==> src/rtl/gcd_host_ctrl.sv <==
// Host-side initiator for the GCD CPU host port.
// Takes one operand pair per job over a valid/ready request channel, writes the
// operands to the CPU, pulses start, follows the bsy handshake and returns the
// answer (or an abort indication) over a valid/ready response channel.
// Operand pairs containing a zero are answered locally without using the CPU.
module gcd_host_ctrl #(
   parameter logic [31:0] OPND_ADDR      = 32'h4000_0400,
   parameter int          ACK_LIMIT      = 4,
   parameter int          TIMEOUT_CYCLES = 4096,
   parameter int          CNT_W          = 16
) (
   input  logic             clk,
   input  logic             rst,
   input  logic             req_valid,
   output logic             req_ready,
   input  logic [31:0]      req_a,
   input  logic [31:0]      req_b,
   output logic             rsp_valid,
   input  logic             rsp_ready,
   output logic [31:0]      rsp_gcd,
   output logic             rsp_err,
   output logic [CNT_W-1:0] rsp_cycles,
   output logic             cpu_start,
   output logic             cpu_wen,
   output logic [31:0]      cpu_haddr,
   output logic [31:0]      cpu_hdin1,
   output logic [31:0]      cpu_hdin2,
   input  logic             cpu_bsy,
   input  logic [31:0]      cpu_gcd
);

   typedef enum logic [2:0] {
      IDLE  = 3'd0,
      LOAD  = 3'd1,
      START = 3'd2,
      ACK   = 3'd3,
      RUN   = 3'd4,
      RESP  = 3'd5
   } state_t;

   localparam logic [CNT_W-1:0] ACK_LIMIT_C = CNT_W'(ACK_LIMIT);
   localparam logic [CNT_W-1:0] TIMEOUT_C   = CNT_W'(TIMEOUT_CYCLES);
   localparam logic [CNT_W-1:0] CNT_MAX     = '1;

   state_t            state_reg,      state_next;
   logic [CNT_W-1:0]  cnt_reg,        cnt_next;
   logic              cpu_start_reg,  cpu_start_next;
   logic              cpu_wen_reg,    cpu_wen_next;
   logic [31:0]       haddr_reg,      haddr_next;
   logic [31:0]       hdin1_reg,      hdin1_next;
   logic [31:0]       hdin2_reg,      hdin2_next;
   logic              rsp_valid_reg,  rsp_valid_next;
   logic [31:0]       rsp_gcd_reg,    rsp_gcd_next;
   logic              rsp_err_reg,    rsp_err_next;
   logic [CNT_W-1:0]  rsp_cycles_reg, rsp_cycles_next;

   // Counter value including the current ACK/RUN cycle; sticks at all-ones.
   logic [CNT_W-1:0]  cnt_inc;
   logic              zero_opnd;

   assign cnt_inc   = (cnt_reg == CNT_MAX) ? cnt_reg : cnt_reg + CNT_W'(1);
   assign zero_opnd = (req_a == 32'd0) || (req_b == 32'd0);

   // State and every registered output; asynchronous clear puts the block idle at once.
   always_ff @(posedge clk or posedge rst) begin
      if (rst) begin
         state_reg      <= IDLE;
         cnt_reg        <= '0;
         cpu_start_reg  <= 1'b0;
         cpu_wen_reg    <= 1'b0;
         haddr_reg      <= 32'd0;
         hdin1_reg      <= 32'd0;
         hdin2_reg      <= 32'd0;
         rsp_valid_reg  <= 1'b0;
         rsp_gcd_reg    <= 32'd0;
         rsp_err_reg    <= 1'b0;
         rsp_cycles_reg <= '0;
      end else begin
         state_reg      <= state_next;
         cnt_reg        <= cnt_next;
         cpu_start_reg  <= cpu_start_next;
         cpu_wen_reg    <= cpu_wen_next;
         haddr_reg      <= haddr_next;
         hdin1_reg      <= hdin1_next;
         hdin2_reg      <= hdin2_next;
         rsp_valid_reg  <= rsp_valid_next;
         rsp_gcd_reg    <= rsp_gcd_next;
         rsp_err_reg    <= rsp_err_next;
         rsp_cycles_reg <= rsp_cycles_next;
      end
   end

   // Next state plus the output values that belong to that next state (Moore, registered).
   always_comb begin
      state_next      = state_reg;
      cnt_next        = cnt_reg;
      cpu_start_next  = 1'b0;
      cpu_wen_next    = 1'b0;
      haddr_next      = haddr_reg;
      hdin1_next      = hdin1_reg;
      hdin2_next      = hdin2_reg;
      rsp_valid_next  = rsp_valid_reg;
      rsp_gcd_next    = rsp_gcd_reg;
      rsp_err_next    = rsp_err_reg;
      rsp_cycles_next = rsp_cycles_reg;

      case (state_reg)
         IDLE: begin
            rsp_valid_next = 1'b0;
            if (req_valid) begin
               // Operands are latched here and stay put until the job is back in IDLE.
               hdin1_next = req_a;
               hdin2_next = req_b;
               if (zero_opnd) begin
                  // gcd(x,0) = x and gcd(0,0) is reported as 0, so OR gives the answer.
                  state_next      = RESP;
                  rsp_valid_next  = 1'b1;
                  rsp_gcd_next    = req_a | req_b;
                  rsp_err_next    = 1'b0;
                  rsp_cycles_next = '0;
               end else begin
                  state_next   = LOAD;
                  cpu_wen_next = 1'b1;
                  haddr_next   = OPND_ADDR;
               end
            end
         end

         LOAD: begin
            state_next     = START;
            cpu_start_next = 1'b1;
            haddr_next     = 32'd0;
         end

         START: begin
            state_next = ACK;
            cnt_next   = '0;
         end

         ACK: begin
            cnt_next = cnt_inc;
            // bsy is checked first so an acknowledge on the limit cycle still succeeds.
            if (cpu_bsy) begin
               state_next = RUN;
            end else if (cnt_inc == ACK_LIMIT_C) begin
               state_next      = RESP;
               rsp_valid_next  = 1'b1;
               rsp_gcd_next    = 32'd0;
               rsp_err_next    = 1'b1;
               rsp_cycles_next = cnt_inc;
            end
         end

         RUN: begin
            cnt_next = cnt_inc;
            // Completion wins over timeout. The abort fires once the counter already
            // holds TIMEOUT_CYCLES, so bsy may be high for TIMEOUT_CYCLES+1 cycles in total.
            if (!cpu_bsy) begin
               state_next      = RESP;
               rsp_valid_next  = 1'b1;
               rsp_gcd_next    = cpu_gcd;
               rsp_err_next    = 1'b0;
               rsp_cycles_next = cnt_inc;
            end else if (cnt_reg == TIMEOUT_C) begin
               state_next      = RESP;
               rsp_valid_next  = 1'b1;
               rsp_gcd_next    = 32'd0;
               rsp_err_next    = 1'b1;
               rsp_cycles_next = cnt_inc;
            end
         end

         RESP: begin
            // Result fields are held; only the handshake moves the FSM on.
            if (rsp_ready) begin
               state_next     = IDLE;
               rsp_valid_next = 1'b0;
            end
         end

         default: begin
            state_next     = IDLE;
            rsp_valid_next = 1'b0;
         end
      endcase
   end

   assign req_ready  = (state_reg == IDLE);
   assign rsp_valid  = rsp_valid_reg;
   assign rsp_gcd    = rsp_gcd_reg;
   assign rsp_err    = rsp_err_reg;
   assign rsp_cycles = rsp_cycles_reg;
   assign cpu_start  = cpu_start_reg;
   assign cpu_wen    = cpu_wen_reg;
   assign cpu_haddr  = haddr_reg;
   assign cpu_hdin1  = hdin1_reg;
   assign cpu_hdin2  = hdin2_reg;

endmodule
==> config.mk <==
export PLATFORM = sky130hd
export DESIGN_NAME = gcd_host_ctrl
export DESIGN_NICKNAME = d
export VERILOG_FILES = /design/src/rtl/gcd_host_ctrl.sv
export SDC_FILE = /design/constraint.sdc
export NUM_CORES = 1
export LEC_CHECK = 0
export ABC_AREA = 1
export BUFFER_PORTS_ARGS = -buffer_cell sky130_fd_sc_hd__buf_2
export CAP_MARGIN = 25
export CORE_MARGIN = 2
export CORE_UTILIZATION = 50
export CTS_CLUSTER_DIAMETER = 120
export CTS_CLUSTER_SIZE = 40
export DETAILED_ROUTE_END_ITERATION = 6
export PLACE_DENSITY = 0.79
export SYNTH_ARGS = -nofsm -noshare
export SYNTH_HDL_FRONTEND = slang
export SYNTH_SLANG_ARGS = --single-unit
==> constraint.sdc <==
create_clock -name clk -period 5.75 [get_ports clk]
set_input_delay 1.15 -clock clk [delete_from_list [all_inputs] [get_ports clk]]
set_output_delay 1.15 -clock clk [all_outputs]
set_load 0.02 [all_outputs]
* After elaboration in Yosys (flattened, before gate mapping) *
Cells that the tools add are included.
W data, S select, Z words.

storage, ports and cells
  register bits = 167
  input bits = 101
  output and inout port bits = 149
  logic and storage cells = 87

cells by class
  $add $sub $neg = 1
  eq/ne operators = 16
  mux-type cells = 43
  bitwise operators = 2
  reduce and logical (&&, ||, !) cells = 14

operator list
  cell                     number
  $mux W32                 8
  $mux W16                 7
  $pmux W32 S3             1
  $logic_not A32 Y1        2
  $pmux W32 S2             1
  $pmux W16 S3             1
  $or A32 B32 Y32          1
  $pmux W16 S2             1
  $mux W3                  7
  $pmux W3 S6              1
  $add A16 B1 Y16 const B  1
  $eq A16 B13 Y1 const B   1
  $eq A16 B16 Y1 const B   1
  $eq A16 B3 Y1 const B    1
  $mux W1                  14
  $ne A2 B2 Y1 const B     5
  $eq A3 B2 Y1 const B     2
  $eq A3 B3 Y1 const B     2
  $ne A3 B3 Y1 const B     2
  $reduce_and A6 Y1        1
  $pmux W1 S5              1
  $reduce_and A5 Y1        1
  $reduce_and A4 Y1        1
  $reduce_bool A2 Y1       2
  10 further kinds         11

* Longest topological paths before layout *
Gate-level depths: netlist of run 1.

  word-level depth = 6
  gate-level depth with buffers = 17
  gate-level depth less buffers = 15

* Least setup slack after synthesis of run 1 *
Ideal clock, no wire load.

  path type = input -> register
  start = input port req_a[22]
  end = register rsp_cycles_reg[10] (netlist: rsp_cycles[10])
  library setup time = 0.065 ns
  arrival time = 2.566 ns
  data required time = 5.685 ns
  path slack = 3.119 ns
  stages on the path = 12
  buffers on the path = 2
  path through = inv_1 > nand4_1 > or2_2 > nor2_1 > nand2_1 > nand3_1 > nand2_1 > nor2_2 > buf_2 > buf_4 > nand3_1 > nand2_1

on the way
  word-level cells in the longest chain between the ends = 4

RTL lines
  element                             RTL line  RTL
  from (decl)                         16        input logic [31:0] req_a,
  $logic_not A32 Y1                   62        assign zero_opnd = (req_a == 32'd0) || (req_b == 32'd0);
  $logic_or A1 B1 Y1                  62
  $ne A2 B1 Y1 (no source line)       -
  $reduce_and A6 Y1 (no source line)  -
  to (signal assigned)                89        rsp_cycles_reg <= rsp_cycles_next;
  to (decl)                           55        logic [CNT_W-1:0] rsp_cycles_reg, rsp_cycles_next;

No other way between the ends.
A chain may end at the register's enable or synchronous reset.

* Final worst setup path of run 1 *
  start = register cnt_reg[0]
  end = register rsp_gcd_reg[25] (netlist: rsp_gcd[25])

on the way
  word-level cells in the longest chain between the ends = 5
  elaborated cells on any way between the ends = 8
  classes of those cells = add/sub: 1; eq/ne: 5; mux: 1; reduce/logical: 1

RTL lines
  element                                                   RTL line  RTL
  from (decl)                                               46        logic [CNT_W-1:0] cnt_reg, cnt_next;
  from (signal assigned)                                    80        cnt_reg <= cnt_next;
  $add A16 B1 Y16 / $eq A16 B16 Y1 (equally long branches)  61        assign cnt_inc = (cnt_reg == CNT_MAX) ? cnt_reg : cnt_reg + CNT_W'(1);
  $mux W16                                                  61
  $eq A16 B3 Y1                                             145       end else if (cnt_inc == ACK_LIMIT_C) begin
  $ne A2 B2 Y1 (no source line)                             -
  $reduce_and A6 Y1 (no source line) *                      -
  to (signal assigned)                                      87        rsp_gcd_reg <= rsp_gcd_next;
  to (decl)                                                 53        logic [31:0] rsp_gcd_reg, rsp_gcd_next;

Mark *: on every way between the ends. The rest lies on a longest branch, timed or not.

==> results of run 1 <==
-- cells in the final DEF, fill, tap and decap left out, drive strengths merged, types with 3 or more instances in the layout --
| cell type | count |
|---|---|
| buf | 224 |
| bufinv | 3 |
| clkbuf | 18 |
| clkinv | 7 |
| conb | 30 |
| dfrtp | 136 |
| inv | 85 |
| mux2 | 32 |
| nand2 | 251 |
| nand3 | 111 |
| nand4 | 15 |
| nor2 | 52 |
| nor3 | 14 |
| nor4 | 8 |
| o21ai | 83 |
-- cells in the mapped netlist --
cell type,number
buf_12,1
nand3_2,13
buf_4,34
dfrtp_1,136
inv_1,79
buf_1,3
a31oi_1,1
o21ai_0,80
nand4_1,15
nor2_2,8
mux2_2,32
nand3_1,98
nor3_2,1
xnor2_1,1
nor3_1,13
buf_8,1
nand2_2,3
conb_1,1
clkinv_1,1
or2_1,1
nor4_1,8
clkbuf_1,22
inv_2,3
nor2_4,3
ha_1,2
nand2_4,2
buf_2,9
xor2_1,2
nor2_1,41
o22ai_1,2
nand2_1,246
or2_2,1
o21ba_2,1
o21ai_1,3
-- layer usage --
metal  global-route usage (%)  part of all wire, %
met3                    6.970                  7.4
met5                        0                    0
met4                    11.93                  2.7
met1                    38.57                   42
met2                    44.54                   48
-- metrics by stage --
step / cells / utilization [%] / area [um^2] / setup WS [ns] / total power, mW
after floorplan: 896 / - / 7167 / 0.9605 / 3.145
after global placement: 1230 / 58.72 / 8119 / 2.255 / 3.828
after detailed placement: 1230 / 58.72 / 8119 / 2.236 / 3.873
after CTS: 1262 / 63.07 / 8721 / 2.257 / 5.002
after global routing: 1262 / 63.07 / 8721 / 1.702 / 5.311
final: 1262 / 63.07 / 8721 / 2.141 / 4.992
-- critical path, delay by kind of cell, from the launching register on --
kind	cells	cell delay, ns
AND/OR/NAND/NOR	12	2.59
buffers and inverters	1	0.11
adder cells (fa/ha/maj)	1	0.28
flip-flops	1	0.47
-- logic make-up after synthesis --
family	count (synthesis)	share of synthesized area, %
DFF	136	48.22
buffers and inverters	153	10.49
other	1	0.05313
adders and majority gates	2	0.3545
AOI/OAI and AO/OA	87	6.293
xor gates and xnor gates	3	0.3723
and+or+nand+nor	453	29.11
muxes	32	5.106
-- how the worst max path moves through the flow --
stage / slack [ns] / cells after the start / startpoint / end
finish: 2.14 / 14 / cnt_reg[0] / rsp_gcd[25]
global route: 1.70 / 14 / cnt_reg[0] / rsp_gcd[10]
CTS: 2.26 / 14 / cnt_reg[0] / rsp_gcd[25]
detailed placement: 2.24 / 12 / req_a[22] / rsp_cycles[4]
global placement: 2.26 / 14 / cnt_reg[0] / rsp_gcd[10]
floorplan: 0.96 / 1 / rst / cnt_reg[0]
-- final cells by class --
| type | count | area (um^2) | share of cell area (%) |
|---|---|---|---|
| multi-input cells | 607 | 3040 | 34.86 |
| flip-flops and latches | 136 | 3403 | 39.02 |
| clock inverters | 14 | 172.7 | 1.980 |
| well taps | 180 | 225.2 | 2.582 |
| clock buffers | 18 | 429.2 | 4.921 |
| repair buffers | 224 | 1134 | 13.00 |
| inverters | 83 | 316.6 | 3.630 |
-- power by group through the flow --
stage          registers, mW  clock network (mW)  logic (mW)
2_1_floorplan           2.00                   0        1.15
3_5_place_dp            1.58                   0        2.29
6_report                1.58                1.12        2.29
4_1_cts                 1.58                1.13        2.29
5_1_grt                 1.62                1.17        2.51
3_3_place_gp            1.58                   0        2.25
==> results.sh, run 1 <==
export IMPL_run_status="completed"
export IMPL_peakVddDrop_v=0.0003580
export IMPL_routabilityCongestion=0.9101
export IMPL_clkSinkCount=136
export IMPL_min_delay_worst_endpoint="rsp_cycles[14]"
export IMPL_worstSetupStartpointType="flop"
export IMPL_io_pins=250
export IMPL_timing_final_max_slew_violations=0
export IMPL_dr_pass1_iters=5
export IMPL_final_fill_count=1249
export IMPL_cts_hold_buffers_added=0
export IMPL_final_setup_tns_ns=0
export IMPL_via_count=6557
export IMPL_tightest_slew_ns=0.9961
export IMPL_total_switching_power_mw=2.231
export IMPL_cpMostUsedCell="nand2_1"
export IMPL_synth_seq_cells=136
export IMPL_drive_above_1_share_pct=30.13
export IMPL_design_core_area_um2=13830
export IMPL_number_of_drc_markers_after_the_initial_detailed_route_iteration=468
export IMPL_grt_overflow=0
export IMPL_via_per_inst=5.196
export IMPL_seqPwrFrac_pct=31.7
export IMPL_drc=0
export IMPL_power_clock_fraction_pct=22.4
export IMPL_finalNetCount=1172
export IMPL_rsz0062_at_grt="no"
export IMPL_max_cap_violations=0
export IMPL_report_final_setup_viol=0
export IMPL_skew_ns=0.01234
export IMPL_clock_path_buffers=2
export IMPL_critical_path_required_ns=6.05
export IMPL_final_hold_viol_count=0
export IMPL_initial_core_util_pct=51.05
export IMPL_global_route_wire_length_before_repair_um=32980
export IMPL_die_area_um2=15080
export IMPL_critical_path_max_stage_delay_ns=0.75
export IMPL_post_cts_setup_buffer_count=0
export IMPL_post_syn_instances=867
export IMPL_n_antenna_cell=0
export IMPL_clock_tree_root_cell="clkbuf_16"
export IMPL_slew_headroom_pct=33.51
export IMPL_dieWidth_um=122.8
export IMPL_tritoncts="yes"
export IMPL_combinationalPowerShare_pct=45.9
export IMPL_layout_min_cycle_time_ns=3.609
export IMPL_crit_reg2reg_launch="cnt_reg[0]"
export IMPL_std_cell_rows=43
export IMPL_buffer_ports_inserted=219
export IMPL_crit_path_top_delay_cell="nand3_2"
export IMPL_synth_top_cells_by_area="dfrtp_1 48%, nand2_1 13%, nand3_1 6.9%"
export IMPL_rr_endpoint="rsp_gcd[25]"
export IMPL_unique_cell_type_count_in_the_yosys_netlist=34
export IMPL_setup_worst_path_class="reg2reg"
export IMPL_post_drt_wl_per_cell_um=16.69
export IMPL_htree_levels=4
export IMPL_synth_sequential_area_ratio_pct=48.22
export IMPL_area_delta_synth_final_pct=23.56
export IMPL_ys_warnings_count=0
export IMPL_crit_fanout=50
export IMPL_gr_usage_all_layers_pct=28.72
export IMPL_post_dp_hpwl_um=15400
export IMPL_grt_pass1_vias=6445
export IMPL_cts_inserted_buffers=17
export IMPL_worst_skew_pair_late_latency_ns=0.43
export IMPL_r2r_slack_ns=2.14
export IMPL_cell_internal_power_mw=2.761
export IMPL_cp_cell_sequence="ha_1 -> nand2_2 -> nor2_4 -> nand4_1 -> nand2_1 -> nand2_1 -> inv_1 -> nand3_1 -> nor2_1 -> nand2_1 -> nand2_1 -> nand3_2 -> nand2_1 -> nand2_1"
export IMPL_antenna_found_initial=0
export IMPL_detail_route_antenna_nets=0
export IMPL_critPathCaptureType="flop"
export IMPL_hold_ws_ns=0.4653
export IMPL_wl_um=21060
export IMPL_power_switching_fraction_pct=44.69
export IMPL_synth_area_per_cell_um2=8.141
export IMPL_worstRegToRegCells=14
export IMPL_area_share_of_the_leading_cell_type_in_the_synthesized_netlist_pct=48.22
export IMPL_grt_start_max_net_pins=97
export IMPL_hold_path_cell_count=2
export IMPL_total_leakage_power_nw=4.768
export IMPL_hp_class="reg2reg"
export IMPL_post_synth_top_area_cell="dfrtp_1"
export IMPL_fmaxAchievable_ghz=0.2771
export IMPL_syn_cell_area_um2=7058
export IMPL_worst_endpoint_arrival_ns=3.91
export IMPL_ctsResizeCount=0
export IMPL_hold_path_startpoint="rsp_cycles[14]"
export IMPL_die_h_um=122.8
export IMPL_cts_clk_slew_worst_paths_ns=0.06
export IMPL_final_period_util_pct=62.76
export IMPL_power_density_nw_per_um2=572.4
(Power assumes the default switching activity.)
==> inputs of run 2 (changes only) <==
clock period = 3.8 ns   (was 5.75 ns; I/O delays follow)
==> results.sh, run 2 (synthesis gave the netlist of run 1 again) <==
export IMPL_run_status="completed"
export IMPL_slew_headroom_pct=36.41
export IMPL_routabilityCongestion=0.9822
export IMPL_final_fill_count=1205
export IMPL_hold_ws_ns=0.4663
export IMPL_power_clock_fraction_pct=23.0
export IMPL_timing_final_max_slew_violations=0
export IMPL_grt_start_max_net_pins=137
export IMPL_tritoncts="yes"
export IMPL_fin_util_pct=63.49
export IMPL_worst_skew_pair_late_latency_ns=0.42
export IMPL_pre_cts_ws_ns=0.7987
export IMPL_clock_path_buffers=2
export IMPL_cts_inserted_buffers=17
export IMPL_htree_levels=4
export IMPL_hp_class="reg2reg"
export IMPL_drive_above_1_share_pct=30.32
export IMPL_design_power_total_mw=7.643
export IMPL_layout_min_cycle_time_ns=2.964
export IMPL_setup_slack_ns=0.8357
export IMPL_n_antenna_cell=0
export IMPL_buffer_ports_inserted=219
export IMPL_critical_path_required_ns=4.15
export IMPL_ctsResizeCount=0
export IMPL_crit_fanout=49
export IMPL_commonest_non_fill_non_tap_cell_in_the_layout="nand2_1"
export IMPL_groute_layer_met3_usage_pct=7.342
export IMPL_clkSinkCount=136
export IMPL_post_dp_hpwl_um=15330
export IMPL_rsz0062_at_grt="no"
export IMPL_power_density_nw_per_um2=870.7
export IMPL_die_h_um=122.8
export IMPL_power_switching_fraction_pct=44.12
export IMPL_skew_ns=0.007990
export IMPL_final_period_util_pct=78.01
export IMPL_wl_um=20890
export IMPL_peakVddDrop_v=0.0005725
export IMPL_tightest_slew_ns=0.9538
export IMPL_cell_internal_power_mw=4.271
export IMPL_postLayoutCellArea_um2=8778
export IMPL_total_leakage_power_nw=4.789
export IMPL_std_cell_rows=43
export IMPL_grt_pass1_vias=6363
export IMPL_io_pins=250
export IMPL_die_area_um2=15080
export IMPL_global_route_peak_usage_layer="met2"
export IMPL_setup_worst_path_class="reg2reg"
export IMPL_groute_layer_met2_usage_pct=46.24
export IMPL_seqPwrFrac_pct=31.2
export IMPL_detail_route_antenna_nets=0
export IMPL_post_drt_wl_per_cell_um=16.51
export IMPL_via_per_inst=5.265
export IMPL_final_hold_viol_count=0
export IMPL_combinationalPowerShare_pct=45.8
export IMPL_worstSetupStartpointType="flop"
export IMPL_clock_tree_root_cell="clkbuf_16"
export IMPL_highest_count_cells_in_the_layout_ignoring_fill_and_taps="245 x nand2_1, 219 x buf_2, 136 x dfrtp_1, 98 x nand3_1, 80 x o21ai_0"
export IMPL_final_setup_tns_ns=0
export IMPL_design_core_area_um2=13830
export IMPL_report_final_setup_viol=0
export IMPL_grt_overflow=0
export IMPL_dieWidth_um=122.8
export IMPL_fmaxAchievable_ghz=0.3373
export IMPL_worst_endpoint_arrival_ns=3.32
export IMPL_area_delta_synth_final_pct=24.38
export IMPL_dr_pass1_iters=7
export IMPL_initial_core_util_pct=51.05
export IMPL_post_cts_setup_buffer_count=0
export IMPL_gr_usage_all_layers_pct=28.47
export IMPL_max_cap_violations=0
export IMPL_dp_cells=1233
export IMPL_drc=0
export IMPL_global_route_wire_length_before_repair_um=32790
export IMPL_number_of_drc_markers_after_the_initial_detailed_route_iteration=467
export IMPL_dpl_instance_area_um2=8153
export IMPL_cts_hold_buffers_added=0
export IMPL_antenna_found_initial=0
export IMPL_critPathCaptureType="flop"
export IMPL_cts_clk_slew_worst_paths_ns=0.06
export IMPL_final_cell_count_no_fill=1265
export IMPL_via_count=6660
export IMPL_total_switching_power_mw=3.372
export IMPL_finalNetCount=1175
export IMPL_global_route_met1_usage_pct=36.90
[run 2: final timing paths]
check	start	endpoint	slack, ns	cells after the start
min	rsp_gcd[29]	rsp_gcd[29]	0.47	2
max reg2reg	cnt_reg[0]	rsp_gcd[10]	0.84	13
max in group asynchronous	rst	rsp_gcd[22]	2.69	3
min in group asynchronous	rst	cpu_hdin2[6]	0.52	3
min reg2reg	rsp_gcd[29]	rsp_gcd[29]	0.47	2
max	cnt_reg[0]	rsp_gcd[10]	0.84	13
[run 2: final cells by class]
class | count | area (um^2) | area share [%]
Clock buffer | 18 | 429.2 | 4.889
Clock inverter | 14 | 196.4 | 2.238
Inverter | 83 | 315.3 | 3.592
Multi-Input combinational cell | 607 | 3040 | 34.64
Sequential cell | 136 | 3403 | 38.77
Tap cell | 180 | 225.2 | 2.566
Timing Repair Buffer | 227 | 1169 | 13.31
[run 2: critical path, stage by stage, from the launching register on]
cell and delay [ns]:
dfrtp_1 0.45, ha_1 0.26, nand2_2 0.08, nor2_4 0.18, nand4_1 0.46, nand2_1 0.19
nand2_1 0.08, nor2_1 0.12, nand2_1 0.07, nor2_2 0.12, nand3_2 0.11, nand2_4 0.45
nand3_1 0.20, nand2_1 0.12
[run 2: routing by layer]
layer  routed length (um)  vias to the layer above
met5                    0                        -
met4                  527                        0
met3                 1479                       46
met2                10280                      310
met1                 8598                     3135
li1                     -                     3169
[run 2: power by group through the flow]
stage	Sequential, mW	Clock [mW]	Combinational, mW
after floorplan	3.02	0	1.74
after global placement	2.37	0	3.43
after detailed placement	2.38	0	3.50
after CTS	2.38	1.78	3.50
after global routing	2.44	1.85	3.84
final	2.38	1.75	3.50
==> inputs of run 3 (changes only) <==
CORE_UTILIZATION = 46   (was 50)
PLACE_DENSITY = 0.77   (was 0.79)
clock period = 2.7 ns   (was 3.8 ns; I/O delays follow)
==> results.sh, run 3 (synthesis gave the netlist of run 1 again) <==
export IMPL_run_status="completed"
export IMPL_drive_above_1_share_pct=31.33
export IMPL_worstSetupStartpointType="flop"
export IMPL_commonest_non_fill_non_tap_cell_in_the_layout="nand2_1"
export IMPL_crit_path_end="rsp_gcd[12]"
export IMPL_wl_um=21250
export IMPL_number_of_drc_markers_after_the_initial_detailed_route_iteration=471
export IMPL_area_delta_synth_final_pct=26.45
export IMPL_worst_skew_pair_late_latency_ns=0.42
export IMPL_critPathCaptureType="flop"
export IMPL_final_setup_tns_ns=0
export IMPL_htree_levels=4
export IMPL_max_cap_violations=0
export IMPL_r2r_slack_ns=0.25
export IMPL_clkSinkCount=136
export IMPL_final_hold_viol_count=0
export IMPL_peakVddDrop_v=0.0007308
export IMPL_grt_start_max_net_pins=83
export IMPL_design_core_area_um2=15090
export IMPL_global_route_wire_length_before_repair_um=33750
export IMPL_timing_final_max_slew_violations=0
export IMPL_drc=0
export IMPL_tritoncts="yes"
export IMPL_via_per_inst=5.177
export IMPL_clock_tree_root_cell="clkbuf_16"
export IMPL_clock_path_buffers=2
export IMPL_slew_headroom_pct=61.63
export IMPL_initial_core_util_pct=46.77
export IMPL_worstRegToRegCells=15
export IMPL_grt_pass1_vias=6687
export IMPL_rr_endpoint="rsp_gcd[12]"
export IMPL_post_dp_hpwl_um=15960
export IMPL_routabilityCongestion=0.9681
export IMPL_dieWidth_um=127.9
export IMPL_die_area_um2=16350
export IMPL_buffer_ports_inserted=219
export IMPL_highest_count_cells_in_the_layout_ignoring_fill_and_taps="245 x nand2_1, 219 x buf_2, 136 x dfrtp_1, 98 x nand3_1, 80 x o21ai_0"
export IMPL_critical_path_required_ns=3.01
export IMPL_layout_min_cycle_time_ns=2.447
export IMPL_gr_usage_all_layers_pct=26.58
export IMPL_cts_inserted_buffers=17
export IMPL_cts_clk_slew_worst_paths_ns=0.06
export IMPL_crit_reg2reg_launch="cnt_reg[0]"
export IMPL_antenna_found_initial=0
export IMPL_cp_startpoint="cnt_reg[0]"
export IMPL_n_antenna_cell=0
export IMPL_detail_route_antenna_nets=0
export IMPL_skew_ns=0.007499
export IMPL_std_cell_rows=45
export IMPL_crit_fanout=16
export IMPL_post_drt_wl_per_cell_um=16.52
export IMPL_fin_util_pct=59.15
export IMPL_hp_class="in2async"
export IMPL_fmaxAchievable_ghz=0.4087
export IMPL_die_h_um=127.9
export IMPL_total_leakage_power_nw=4.866
export IMPL_via_count=6657
export IMPL_io_pins=250
export IMPL_grt_overflow=0
export IMPL_cts_hold_buffers_added=0
export IMPL_rsz0062_at_grt="no"
export IMPL_report_final_setup_viol=0
export IMPL_tightest_slew_ns=0.5756
export IMPL_dr_pass1_iters=7
export IMPL_worst_endpoint_arrival_ns=2.75
export IMPL_power_density_nw_per_um2=1220
export IMPL_final_period_util_pct=90.61
export IMPL_setup_worst_path_class="reg2reg"
export IMPL_finalNetCount=1188
run 3: changes by cell type in the layout (fill, tap and decap cells not counted):
cell | previous run | this run
nand2_2 | 3 | 4
inv_8 | 0 | 4
clkinv_8 | 0 | 1
nor2_1 | 39 | 38
nand2_4 | 3 | 2
clkinv_2 | 2 | 1
clkinvlp_4 | 4 | 2
clkbuf_1 | 1 | 0
bufinv_16 | 4 | 2
buf_4 | 7 | 16
buf_12 | 1 | 5
nor2_4 | 4 | 5
inv_6 | 4 | 5
run 3: repair_timing:
action,in CTS,in global routing
setup buffers,0,0
gates resized for setup,0,2
endpoints found under the setup margin,0,49
run 3: per-stage QoR:
stage	hold slack (ns)	total power [mW]	setup slack, ns	area, um^2	std cells
after floorplan	0.5194	6.697	0.4669	7171	896
after global routing	0.2459	11.57	0.01612	8925	1286
after CTS	0.2212	10.95	0.1709	8917	1286
final	0.2125	10.89	0.2535	8925	1286
after detailed placement	0.4538	8.494	0.2182	8305	1254
after global placement	0.4491	8.357	0.2696	8305	1254
run 3: how the worst min path moves through the flow:
stage / depth (start not counted) / start / end / slack [ns]
finish: 3 / rst / cpu_hdin1[1] / 0.21
global route: 3 / rst / cpu_hdin1[1] / 0.25
CTS: 3 / rst / cpu_hdin1[1] / 0.22
detailed placement: 2 / rsp_cycles[0] / rsp_cycles[0] / 0.45
global placement: 2 / rsp_cycles[5] / rsp_cycles[5] / 0.45
floorplan: 1 / state_reg[2] / cpu_start / 0.52
run 3: critical path, stage by stage (launching register included):
cell and delay, ns:
dfrtp_1 0.38, ha_1 0.25, nand2_2 0.10, nor2_4 0.06
nand4_1 0.21, buf_4 0.19, nand3_1 0.11, nor2_1 0.17
nand2_1 0.08, nor2_1 0.15, nand2_1 0.09, nand2_1 0.10
nand3_2 0.10, buf_4 0.22, nand2_1 0.08, nand2_1 0.05
run 3: metal layers:
layer | part of all wire (%) | vias up | track usage, %
met5 | 0 | - | 0
met4 | 2.3 | 0 | 8.856
met3 | 7.3 | 36 | 6.511
met2 | 50 | 293 | 45.39
met1 | 40 | 3137 | 33.20
li1 | - | 3191 | -
run 3: final cells by class:
| type | instances | area, um^2 |
|---|---|---|
| Clock inverter | 15 | 186.4 |
| Timing Repair Buffer | 240 | 1316 |
| Fill cell | 1368 | 6165 |
| Inverter | 83 | 315.3 |
| Multi-Input combinational cell | 607 | 3043 |
| Clock buffer | 17 | 425.4 |
| Tap cell | 188 | 235.2 |
| Sequential cell | 136 | 3403 |
run 3: power breakdown:
| part | total, mW | internal (mW) | leakage [nW] | switching, mW |
|---|---|---|---|---|
| clock network | 2.41 | 1.41 | 0.300 | 1.00 |
| logic | 5.15 | 1.71 | 2.86 | 3.44 |
| registers | 3.33 | 2.88 | 1.71 | 0.455 |
| total | 10.9 | 5.99 | 4.87 | 4.89 |
